`src/rtl/node_mem.sv`:
```
// Node record type shared by the node memory, nodes_cache and the cache controller.
package node_mem_pkg;

  localparam int unsigned NODE_W = 32;

  typedef logic [NODE_W-1:0] node_mem_t;

endpackage

```
`src/rtl/nodes_cache_pkg.sv`:
```
// Shared types for the nodes_cache controller: FSM states, latched request record, stat width.
package nodes_cache_pkg;

  import node_mem_pkg::*;

  localparam int unsigned STAT_W       = 16;
  localparam int unsigned NODE_ADDR_W  = 10;
  localparam int unsigned REQ_ID_MAX_W = 3;

  typedef enum logic [2:0] {
    StIdle,
    StLookup,
    StCheck,
    StMemRd,
    StMemWr,
    StFill,
    StResp
  } ctrl_state_e;

  // Fields sized for the largest supported configuration (1k nodes, 8 requesters).
  typedef struct packed {
    logic [NODE_ADDR_W-1:0]  addr;
    logic                    write;
    node_mem_t               data;
    logic [REQ_ID_MAX_W-1:0] id;
  } ctrl_req_t;

endpackage

```
`src/rtl/nodes_cache_ctrl_rr_arbiter.sv`:
```
// Combinational round-robin arbiter: first valid requester at or above rr_ptr, with wrap.
module rr_arbiter #(
  parameter int unsigned NUM_REQ = 4,
  parameter int unsigned ID_W    = $clog2(NUM_REQ)
) (
  input  logic [NUM_REQ-1:0] valid,
  input  logic [ID_W-1:0]    rr_ptr,
  output logic [NUM_REQ-1:0] grant,
  output logic [ID_W-1:0]    grant_idx,
  output logic               grant_any
);

  logic [ID_W-1:0] cand;

  always_comb begin
    grant     = '0;
    grant_idx = '0;
    grant_any = 1'b0;
    cand      = '0;
    for (int i = 0; i < NUM_REQ; i++) begin
      cand = ID_W'((32'(rr_ptr) + 32'(i)) % NUM_REQ);
      if (!grant_any && valid[cand]) begin
        grant     = NUM_REQ'(1) << cand;
        grant_idx = cand;
        grant_any = 1'b1;
      end
    end
  end

endmodule

```
`src/rtl/nodes_cache_ctrl.sv`:
```
// Shares one nodes_cache port among NUM_REQ A* requesters, refilling on read miss, write-through.
// Optional hit/miss counters when NODES_CACHE_CTRL_STATS_EN is defined.
module nodes_cache_ctrl
  import node_mem_pkg::*, nodes_cache_pkg::*;
#(
  parameter int unsigned ADDR_WIDTH = 10,
  parameter int unsigned NUM_REQ    = 4,
  parameter int unsigned REQ_ID_W   = 2
) (
  input  logic                                clk,
  input  logic                                rst,
  input  logic [NUM_REQ-1:0]                  req_valid,
  output logic [NUM_REQ-1:0]                  req_ready,
  input  logic [NUM_REQ-1:0]                  req_write,
  input  logic [NUM_REQ-1:0][ADDR_WIDTH-1:0]  req_addr,
  input  node_mem_t [NUM_REQ-1:0]             req_data,
  output logic [NUM_REQ-1:0]                  rsp_valid,
  output node_mem_t                           rsp_data,
  output logic                                cache_valid,
  output logic                                cache_write,
  output logic [ADDR_WIDTH-1:0]               cache_addr,
  output node_mem_t                           cache_wdata,
  input  logic                                cache_hit,
  input  node_mem_t                           cache_rdata,
  output logic                                mem_req,
  output logic                                mem_we,
  output logic [ADDR_WIDTH-1:0]               mem_addr,
  output node_mem_t                           mem_wdata,
  input  logic                                mem_ack,
  input  node_mem_t                           mem_rdata,
  output logic                                busy
`ifdef NODES_CACHE_CTRL_STATS_EN
  ,
  output logic [STAT_W-1:0]                   stat_hits,
  output logic [STAT_W-1:0]                   stat_misses
`endif
);

  ctrl_state_e           state_q, state_d;
  ctrl_req_t             req_q, req_d;
  logic [REQ_ID_W-1:0]   rr_ptr_q, rr_ptr_d;
  node_mem_t             fill_q, fill_d;
  node_mem_t             rsp_data_q, rsp_data_d;

  logic [NUM_REQ-1:0]    arb_valid;
  logic [NUM_REQ-1:0]    arb_grant;
  logic [REQ_ID_W-1:0]   arb_idx;
  logic                  arb_any;

  // No grant while reset is held, so req_ready stays low during reset.
  assign arb_valid = req_valid & {NUM_REQ{~rst}};

  rr_arbiter #(
    .NUM_REQ (NUM_REQ),
    .ID_W    (REQ_ID_W)
  ) u_arb (
    .valid     (arb_valid),
    .rr_ptr    (rr_ptr_q),
    .grant     (arb_grant),
    .grant_idx (arb_idx),
    .grant_any (arb_any)
  );

  always_ff @(posedge clk) begin
    if (rst) begin
      state_q    <= StIdle;
      req_q      <= '0;
      rr_ptr_q   <= '0;
      fill_q     <= '0;
      rsp_data_q <= '0;
    end else begin
      state_q    <= state_d;
      req_q      <= req_d;
      rr_ptr_q   <= rr_ptr_d;
      fill_q     <= fill_d;
      rsp_data_q <= rsp_data_d;
    end
  end

  always_comb begin
    state_d     = state_q;
    req_d       = req_q;
    rr_ptr_d    = rr_ptr_q;
    fill_d      = fill_q;
    rsp_data_d  = rsp_data_q;
    req_ready   = '0;
    cache_valid = 1'b0;
    cache_write = 1'b0;
    cache_addr  = '0;
    cache_wdata = '0;
    mem_req     = 1'b0;
    mem_we      = 1'b0;
    mem_addr    = '0;
    mem_wdata   = '0;

    unique case (state_q)
      StIdle: begin
        if (arb_any) begin
          req_ready  = arb_grant;
          req_d.addr  = NODE_ADDR_W'(req_addr[arb_idx]);
          req_d.write = req_write[arb_idx];
          req_d.data  = req_data[arb_idx];
          req_d.id    = REQ_ID_MAX_W'(arb_idx);
          rr_ptr_d   = (arb_idx == REQ_ID_W'(NUM_REQ - 1)) ? '0 : arb_idx + 1'b1;
          state_d    = StLookup;
        end
      end
      StLookup: begin
        cache_valid = 1'b1;
        cache_addr  = ADDR_WIDTH'(req_q.addr);
        state_d     = StCheck;
      end
      StCheck: begin
        if (req_q.write) begin
          state_d = StMemWr;
        end else if (cache_hit) begin
          rsp_data_d = cache_rdata;
          state_d    = StResp;
        end else begin
          state_d = StMemRd;
        end
      end
      StMemRd: begin
        mem_req  = 1'b1;
        mem_addr = ADDR_WIDTH'(req_q.addr);
        if (mem_ack) begin
          fill_d  = mem_rdata;
          state_d = StFill;
        end
      end
      StMemWr: begin
        mem_req   = 1'b1;
        mem_we    = 1'b1;
        mem_addr  = ADDR_WIDTH'(req_q.addr);
        mem_wdata = req_q.data;
        if (mem_ack) begin
          state_d = StFill;
        end
      end
      StFill: begin
        // Writes also fill, which overwrites a stale line on a write hit.
        cache_valid = 1'b1;
        cache_write = 1'b1;
        cache_addr  = ADDR_WIDTH'(req_q.addr);
        cache_wdata = req_q.write ? req_q.data : fill_q;
        if (!req_q.write) begin
          rsp_data_d = fill_q;
        end
        state_d = StResp;
      end
      StResp: begin
        state_d = StIdle;
      end
      default: state_d = StIdle;
    endcase
  end

  assign rsp_valid = NUM_REQ'(state_q == StResp) << req_q.id;
  assign rsp_data  = rsp_data_q;
  assign busy      = (state_q != StIdle);

`ifdef NODES_CACHE_CTRL_STATS_EN
  logic hit_evt, miss_evt;

  assign hit_evt  = (state_q == StCheck) && !req_q.write && cache_hit;
  assign miss_evt = (state_q == StCheck) && !req_q.write && !cache_hit;

  always_ff @(posedge clk) begin
    if (rst) begin
      stat_hits   <= '0;
      stat_misses <= '0;
    end else begin
      if (hit_evt && (stat_hits != '1)) begin
        stat_hits <= stat_hits + 1'b1;
      end
      if (miss_evt && (stat_misses != '1)) begin
        stat_misses <= stat_misses + 1'b1;
      end
    end
  end
`endif

endmodule

```
`config.mk`:
```
export PLATFORM = sky130hd
export DESIGN_NAME = nodes_cache_ctrl
export DESIGN_NICKNAME = d
export VERILOG_FILES = /design/src/rtl/node_mem.sv /design/src/rtl/nodes_cache_pkg.sv /design/src/rtl/nodes_cache_ctrl_rr_arbiter.sv /design/src/rtl/nodes_cache_ctrl.sv
export SDC_FILE = /design/constraint.sdc
export NUM_CORES = 1
export LEC_CHECK = 0
export CAP_MARGIN = 0
export CORE_AREA = 2 2 144 146
export CTS_BUF_LIST = sky130_fd_sc_hd__clkbuf_16
export CTS_CLUSTER_DIAMETER = 100
export DETAILED_ROUTE_END_ITERATION = 7
export DIE_AREA = 0 0 146 148
export GPL_ROUTABILITY_DRIVEN = 0
export HOLD_SLACK_MARGIN = 0.15
export PLACE_DENSITY = 0.75
export SLEW_MARGIN = 15
export SYNTH_ARGS = -nofsm -noshare
export SYNTH_HDL_FRONTEND = slang
export SYNTH_HIERARCHICAL = 1
export SYNTH_SLANG_ARGS = --single-unit
```
`constraint.sdc`:
```
create_clock -name clk -period 6.6 [get_ports clk]
set_input_delay 0.66 -clock clk [delete_from_list [all_inputs] [get_ports clk]]
set_output_delay 0.66 -clock clk [all_outputs]
set_load 0.1 [all_outputs]
```
## Word-level counts from Yosys, hierarchy flattened

Cells that the tools add are included.

| word-level totals | value |
|---|---|
| word-level logic and storage cells | 98 |
| register bits after elaboration | 114 |
| output and inout bits | 129 |
| input port bits | 244 |

| cells by class | value |
|---|---|
| multiplexer cells | 47 |
| equality and inequality tests | 12 |
| add/subtract/negate cells | 4 |
| reductions and logical operators | 15 |
| bitwise logic cells | 2 |
| magnitude comparators | 5 |
| shift operators | 5 |

Operator list:

| operator | count |
|---|---|
| 2-to-1 mux 32 bit | 7 |
| binary-select mux 32 bit (select 2 bit) | 1 |
| case mux 32 bit (2 select lines) | 1 |
| 2-to-1 mux 10 bit | 3 |
| 2-to-1 mux 4 bit | 6 |
| binary-select mux 10 bit (select 2 bit) | 1 |
| left shift 1 x 2 -> 4 bit (first input constant) | 4 |
| less-than comparator 2 x 3 -> 1 bit (second input constant) | 5 |
| case mux 3 bit (5 select lines) | 1 |
| 2-to-1 mux 1 bit | 13 |
| 2-to-1 mux 3 bit | 4 |
| binary-select mux 1 bit (select 2 bit) | 5 |
| 2-to-1 mux 2 bit | 5 |
| equality test 3 bit (second input constant) | 3 |
| != test 2 bit (second input constant) | 4 |
| equality test 3 x 2 -> 1 bit (second input constant) | 2 |
| AND reduction 2 bit | 3 |
| adder 2 x 1 -> 2 bit (second input constant) | 2 |
| adder 2 bit (second input constant) | 2 |
| bitwise AND 4 bit | 1 |
| AND reduction 4 bit | 1 |
| OR reduction 2 bit | 2 |
| left shift 1 x 2 -> 4 bit | 1 |
| equality test 3 x 1 -> 1 bit (second input constant) | 1 |
| other kinds (8) | 12 |

## Logic depth before layout (Yosys ltp)

| logic depth | value |
|---|---|
| depth after elaboration | 16 |
| depth in mapped cells | 13 |
| gate-level depth less buffers | 9 |

## Cells and area by module

The synthesis kept the hierarchy.

By module, submodules not included:

| module | cells an instance | area an instance (sq um) | instances | sequential area each (sq um) |
|---|---|---|---|---|
| nodes_cache_ctrl | 633 | 6326.1 | 1 | 2282.2 |
| rr_arbiter | 86 | 613.1 | 1 | 0.0 |

## Least setup slack after synthesis

Ideal clock, no wire load.

| timing | value |
|---|---|
| path kind | input port to output port |
| start point | input rst |
| end point | output req_ready[0] |
| path slack | 2936 ps |
| data required time | 5940 ps |
| path buffers | 3 |
| arrival | 3004 ps |
| cell stages on the path | 8 |
| cells stage by stage | clkbuf_1 -> clkbuf_1 -> nor2b_1 -> clkbuf_1 -> nor2_1 -> nand2_1 -> nor4b_4 -> and2_1 |

| between the ends | value |
|---|---|
| longest elaborated chain between the ends | 16 |
| elaborated cells on any way between the ends | 26 |
| those cells by class | mux (18); bitwise (2); reduce/logical (6) |

RTL lines:

| element | line | RTL |
|---|---|---|
| start, declared | nodes_cache_ctrl.sv:11 | `input logic rst,` |
| NOT 1 bit * | nodes_cache_ctrl.sv:51 | `assign arb_valid = req_valid & {NUM_REQ{~rst}};` |
| bitwise AND 4 bit * | nodes_cache_ctrl.sv:51 |  |
| via arb_valid[3] | nodes_cache_ctrl.sv:45 | `logic [NUM_REQ-1:0] arb_valid;` |
| binary-select mux 1 bit (select 2 bit) | nodes_cache_ctrl_rr_arbiter.sv:22 | `if (!grant_any && valid[cand]) begin` |
| 2-to-1 mux 1 bit (not written as such) | nodes_cache_ctrl_rr_arbiter.sv:22 |  |
| 2-to-1 mux 1 bit | nodes_cache_ctrl_rr_arbiter.sv:22 |  |
| logical NOT 1 bit | nodes_cache_ctrl_rr_arbiter.sv:22 |  |
| logical AND 1 bit | nodes_cache_ctrl_rr_arbiter.sv:22 |  |
| [... 2 more ...] | -- |  |
| logical AND 1 bit | nodes_cache_ctrl_rr_arbiter.sv:22 |  |
| 2-to-1 mux 1 bit | nodes_cache_ctrl_rr_arbiter.sv:22 |  |
| logical NOT 1 bit | nodes_cache_ctrl_rr_arbiter.sv:22 |  |
| logical AND 1 bit | nodes_cache_ctrl_rr_arbiter.sv:22 |  |
| 2-to-1 mux 1 bit * | nodes_cache_ctrl_rr_arbiter.sv:22 |  |
| via arb_any | nodes_cache_ctrl.sv:48 | `logic arb_any;` |
| 2-to-1 mux 4 bit * | nodes_cache_ctrl.sv:98 | `if (arb_any) begin` |
| 2-to-1 mux 4 bit * | nodes_cache_ctrl.sv:96 | `unique case (state_q)` |
| end, declared | nodes_cache_ctrl.sv:13 | `output logic [NUM_REQ-1:0] req_ready,` |

The timed path passes the listed nets; every way through them passes the cells marked *. The select of a mux whose other input is x is not followed.

## Worst setup path after layout

| timing | value |
|---|---|
| start point | register rr_ptr_q[0] |
| end point | output req_ready[0] |

| between the ends | value |
|---|---|
| longest elaborated chain between the ends | 14 |
| elaborated cells on any way between the ends | 31 |
| those cells by class | add/sub (3); shift (4); mux (18); reduce/logical (6) |

RTL lines:

| element | line | RTL |
|---|---|---|
| start, declared | nodes_cache_ctrl.sv:41 | `logic [REQ_ID_W-1:0] rr_ptr_q, rr_ptr_d;` |
| start signal, assigned | nodes_cache_ctrl.sv:74 | `rr_ptr_q <= rr_ptr_d;` |
| branches (longest 11 deep; another with adder 2 x 1 -> 2 bit) | -- |  |
| 2-to-1 mux 4 bit * | nodes_cache_ctrl_rr_arbiter.sv:22 |  |
| via arb_grant[0] | nodes_cache_ctrl.sv:46 | `logic [NUM_REQ-1:0] arb_grant;` |
| 2-to-1 mux 4 bit * | nodes_cache_ctrl.sv:98 |  |
| 2-to-1 mux 4 bit * | nodes_cache_ctrl.sv:96 |  |

Mark *: on every way through the listed nets, which the timed path passes. The select of a mux whose other input is x is not followed.

==> metrics.yaml <==
worst_path_largest_cell_delay_ns: 1.13
fin_nets: 1300
hp-class: "flop to flop"
critPathCapture: "req_ready[0]"
drcViolationCount: 0
cts_tree: "done"
start_util_pct: 34.6
rsz0062_at_grt: "no"
grt_pass1_vias: 6869
netlist.area_leader.share_pct: 32.9
die_y_microns: 148
wl_per_cell_microns: 20.0
power_density_nw_per_um2: 386
synth_nets: 968
status: "finished clean"
vdd_ir_drop_max_mv: 0.334
worst_slew_pin_slew_ns: 1.14
die_w_microns: 146
postCtsHoldBufs: 0
pre_cts_ws_ns: 1.82
portBuffers: 372
synth_edf_count: 0
cts_inserted_buffers: 17
worstPathArrival_ns: 4.19
core_sq_um: 20000
track_usage_pct: 23.9
layout_commonest_cell: "clkdlybuf4s50_1"
yosysTopAreaCell: "dfxtp_1"
yosys_warnings: 6
critPathSlowestCell: "clkdlybuf4s50_1"
critPathMaxFanout: 18
worstPathRequired_ns: 5.94
critical_path_class: "flop to primary output"
cp_common_cell: "o21ai_1"
dr.pass1.iters: 5
synth_ff_type: "dfxtp_1"
io-pin-count: 373
fmax_ghz: 0.206
clk_pin_slew_ns: 0.06
post-route-period-util_pct: 73.5
routed_wl_microns: 26600
startpoint: "rr_ptr_q[0]"
setup_viol: 0
ff2ff_path_depth: 7
fin_tns_setup_ns: 0
htree_levels: 4
post_cts_buffers: 0
synth_cell_types: 52
endpoint_kind: "primary output"
start_kind: "flop"
syn_inst: 719
die_area_sq_um: 21600
r2r-start: "rr_ptr_q[0]"
maxCapViolCount: 0
leakagePower_uw: 0.00410
hold_viol: 0
final_cells: 1334
ys_seq_area_share_pct: 32.9
finalClockSkew_ns: 0.0150
ctsLongestPathBuffers: 2
hpwl_microns: 20100
antenna_cells: 0
cts_resized: 0
antenna_found_initial: 0
area_delta_synth_final_pct: 62.8
maxSlewViolCount: 0
drt_iter0_drc: 521
synthTopCellsByArea: "dfxtp_1 (33%), mux4_2 (14%), mux2i_1 (10%), a22o_2 (5.3%), and2_1 (5.0%)"
layout_min_cycle_time_ns: 4.85
slew_headroom_pct: 24.1
r2r_setup_slack_ns: 2.79
final_layout_size_suffix_gt1_share_pct: 13.6
grt_max_degree: 67
vias_per_cell: 5.20
final_cell_mix: "clkdlybuf4s50_1 (371), dfxtp_1 (113), nor2_1 (84), nand2_1 (76), mux2i_1 (70)"
netlist_area_sq_um: 6940
row_count: 52
route.vias.total: 6935
cts_sinks: 114
ys_ff_latch: 114
clk_latency_ns: 0.42
grt_pass1_wl_microns: 39800
async_reset_ff_share_pct: 0
syn_avg_cell_area_sq_um: 9.65
crit_chain: "inv_1 -> ha_1 -> nor4bb_1 -> o21ai_1 -> o21ai_1 -> o2bb2ai_1 -> and2_1 -> clkdlybuf4s50_1"
cts_root_buffer: "clkbuf_16"
ant_nets: 0
rr_endpoint: "req_q[15]"
post-place-cells: 1302
layout_setup_ws_ns: 1.75
overflow: 0
## cell families (layout without fill, tap and decap cells)
logic type                 Yosys count  after routing  share of synthesized area, %
and+or+nand+nor                    260            260                          18.5
AOI/OAI and AO/OA                  143            143                          16.4
muxes                              118            118                          25.3
DFF                                114            114                          32.9
buffers and inverters               79            424                          6.02
adders and majority gates            5              5                         0.902
## flip-flops by register name, indices dropped and copies added, names as in the netlist
name,flops
fill_q,32
req_q,45
rr_ptr_q,2
rsp_data,32
state_q,3
## metal layers
layer	share of wire (%)	track usage [%]	vias to the layer above
li1	-	-	3301
met1	43	31.9	3312
met2	48	38.8	289
met3	6.6	5.31	33
met4	2.0	7.28	0
met5	0	0	-
## worst min-delay path by stage
stage | startpoint | end | slack [ns] | cells past startpoint
after detailed placement | req_q[35] | req_q[35] | 0.46 | 1
after global placement | fill_q[9] | fill_q[9] | 0.46 | 2
after CTS | req_q[35] | req_q[35] | 0.47 | 1
after floorplan | req_q[44] | req_q[44] | 0.45 | 1
after global routing | req_q[35] | req_q[35] | 0.49 | 1
final | fill_q[22] | fill_q[22] | 0.47 | 2
## through the flow
stage | hold slack, ns | instance area (sq um) | util (%) | total power (uW)
final | 0.469 | 11300 | 56.4 | 4360
after detailed placement | 0.456 | 10800 | 53.7 | 3530
after global placement | 0.455 | 10800 | 53.7 | 3500
after floorplan | 0.448 | 6940 | - | 2910
after CTS | 0.472 | 11300 | 56.4 | 4380
after global routing | 0.494 | 11300 | 56.4 | 4570
## area by class of cell
type	instances	area (sq um)
clock buffer	17	425
clock inverter	15	113
fill	1745	8740
inverter	7	26.3
multi-input combinational	526	4300
sequential	114	2280
tap	270	338
timing repair buffer	385	3820
## cell usage after synthesis (all sizes together) (3+ instances only)
master and instances:
nand2b 6, nor2 85, o2bb2ai 4, o21ai 6, nor2b 9, buf 32, dfxtp 114, mux4 43
nand2 76, mux2i 73, a22o 44, nand3 3, o22ai 4, clkbuf 40, ha 5, a221oi 33
nor3b 8, a21oi 39, inv 7, a2111oi 4, nand3b 4, and2 56
## where the power goes
group	switching [uW]	total [uW]	internal [uW]
registers	234	1120	882
clock network	359	841	482
logic	1480	2410	922
total	2080	4360	2290
## worst max-delay path: cells and delay by family, from the launching register on
| kind | cells | cell delay (ns) |
|---|---|---|
| AOI/OAI and AO/OA | 3 | 0.49 |
| DFF | 1 | 0.84 |
| buffers and inverters | 2 | 1.35 |
| and+or+nand+nor | 2 | 0.54 |
| adders and majority gates | 1 | 0.57 |
No activity file was read; power rests on OpenSTA's default activity.
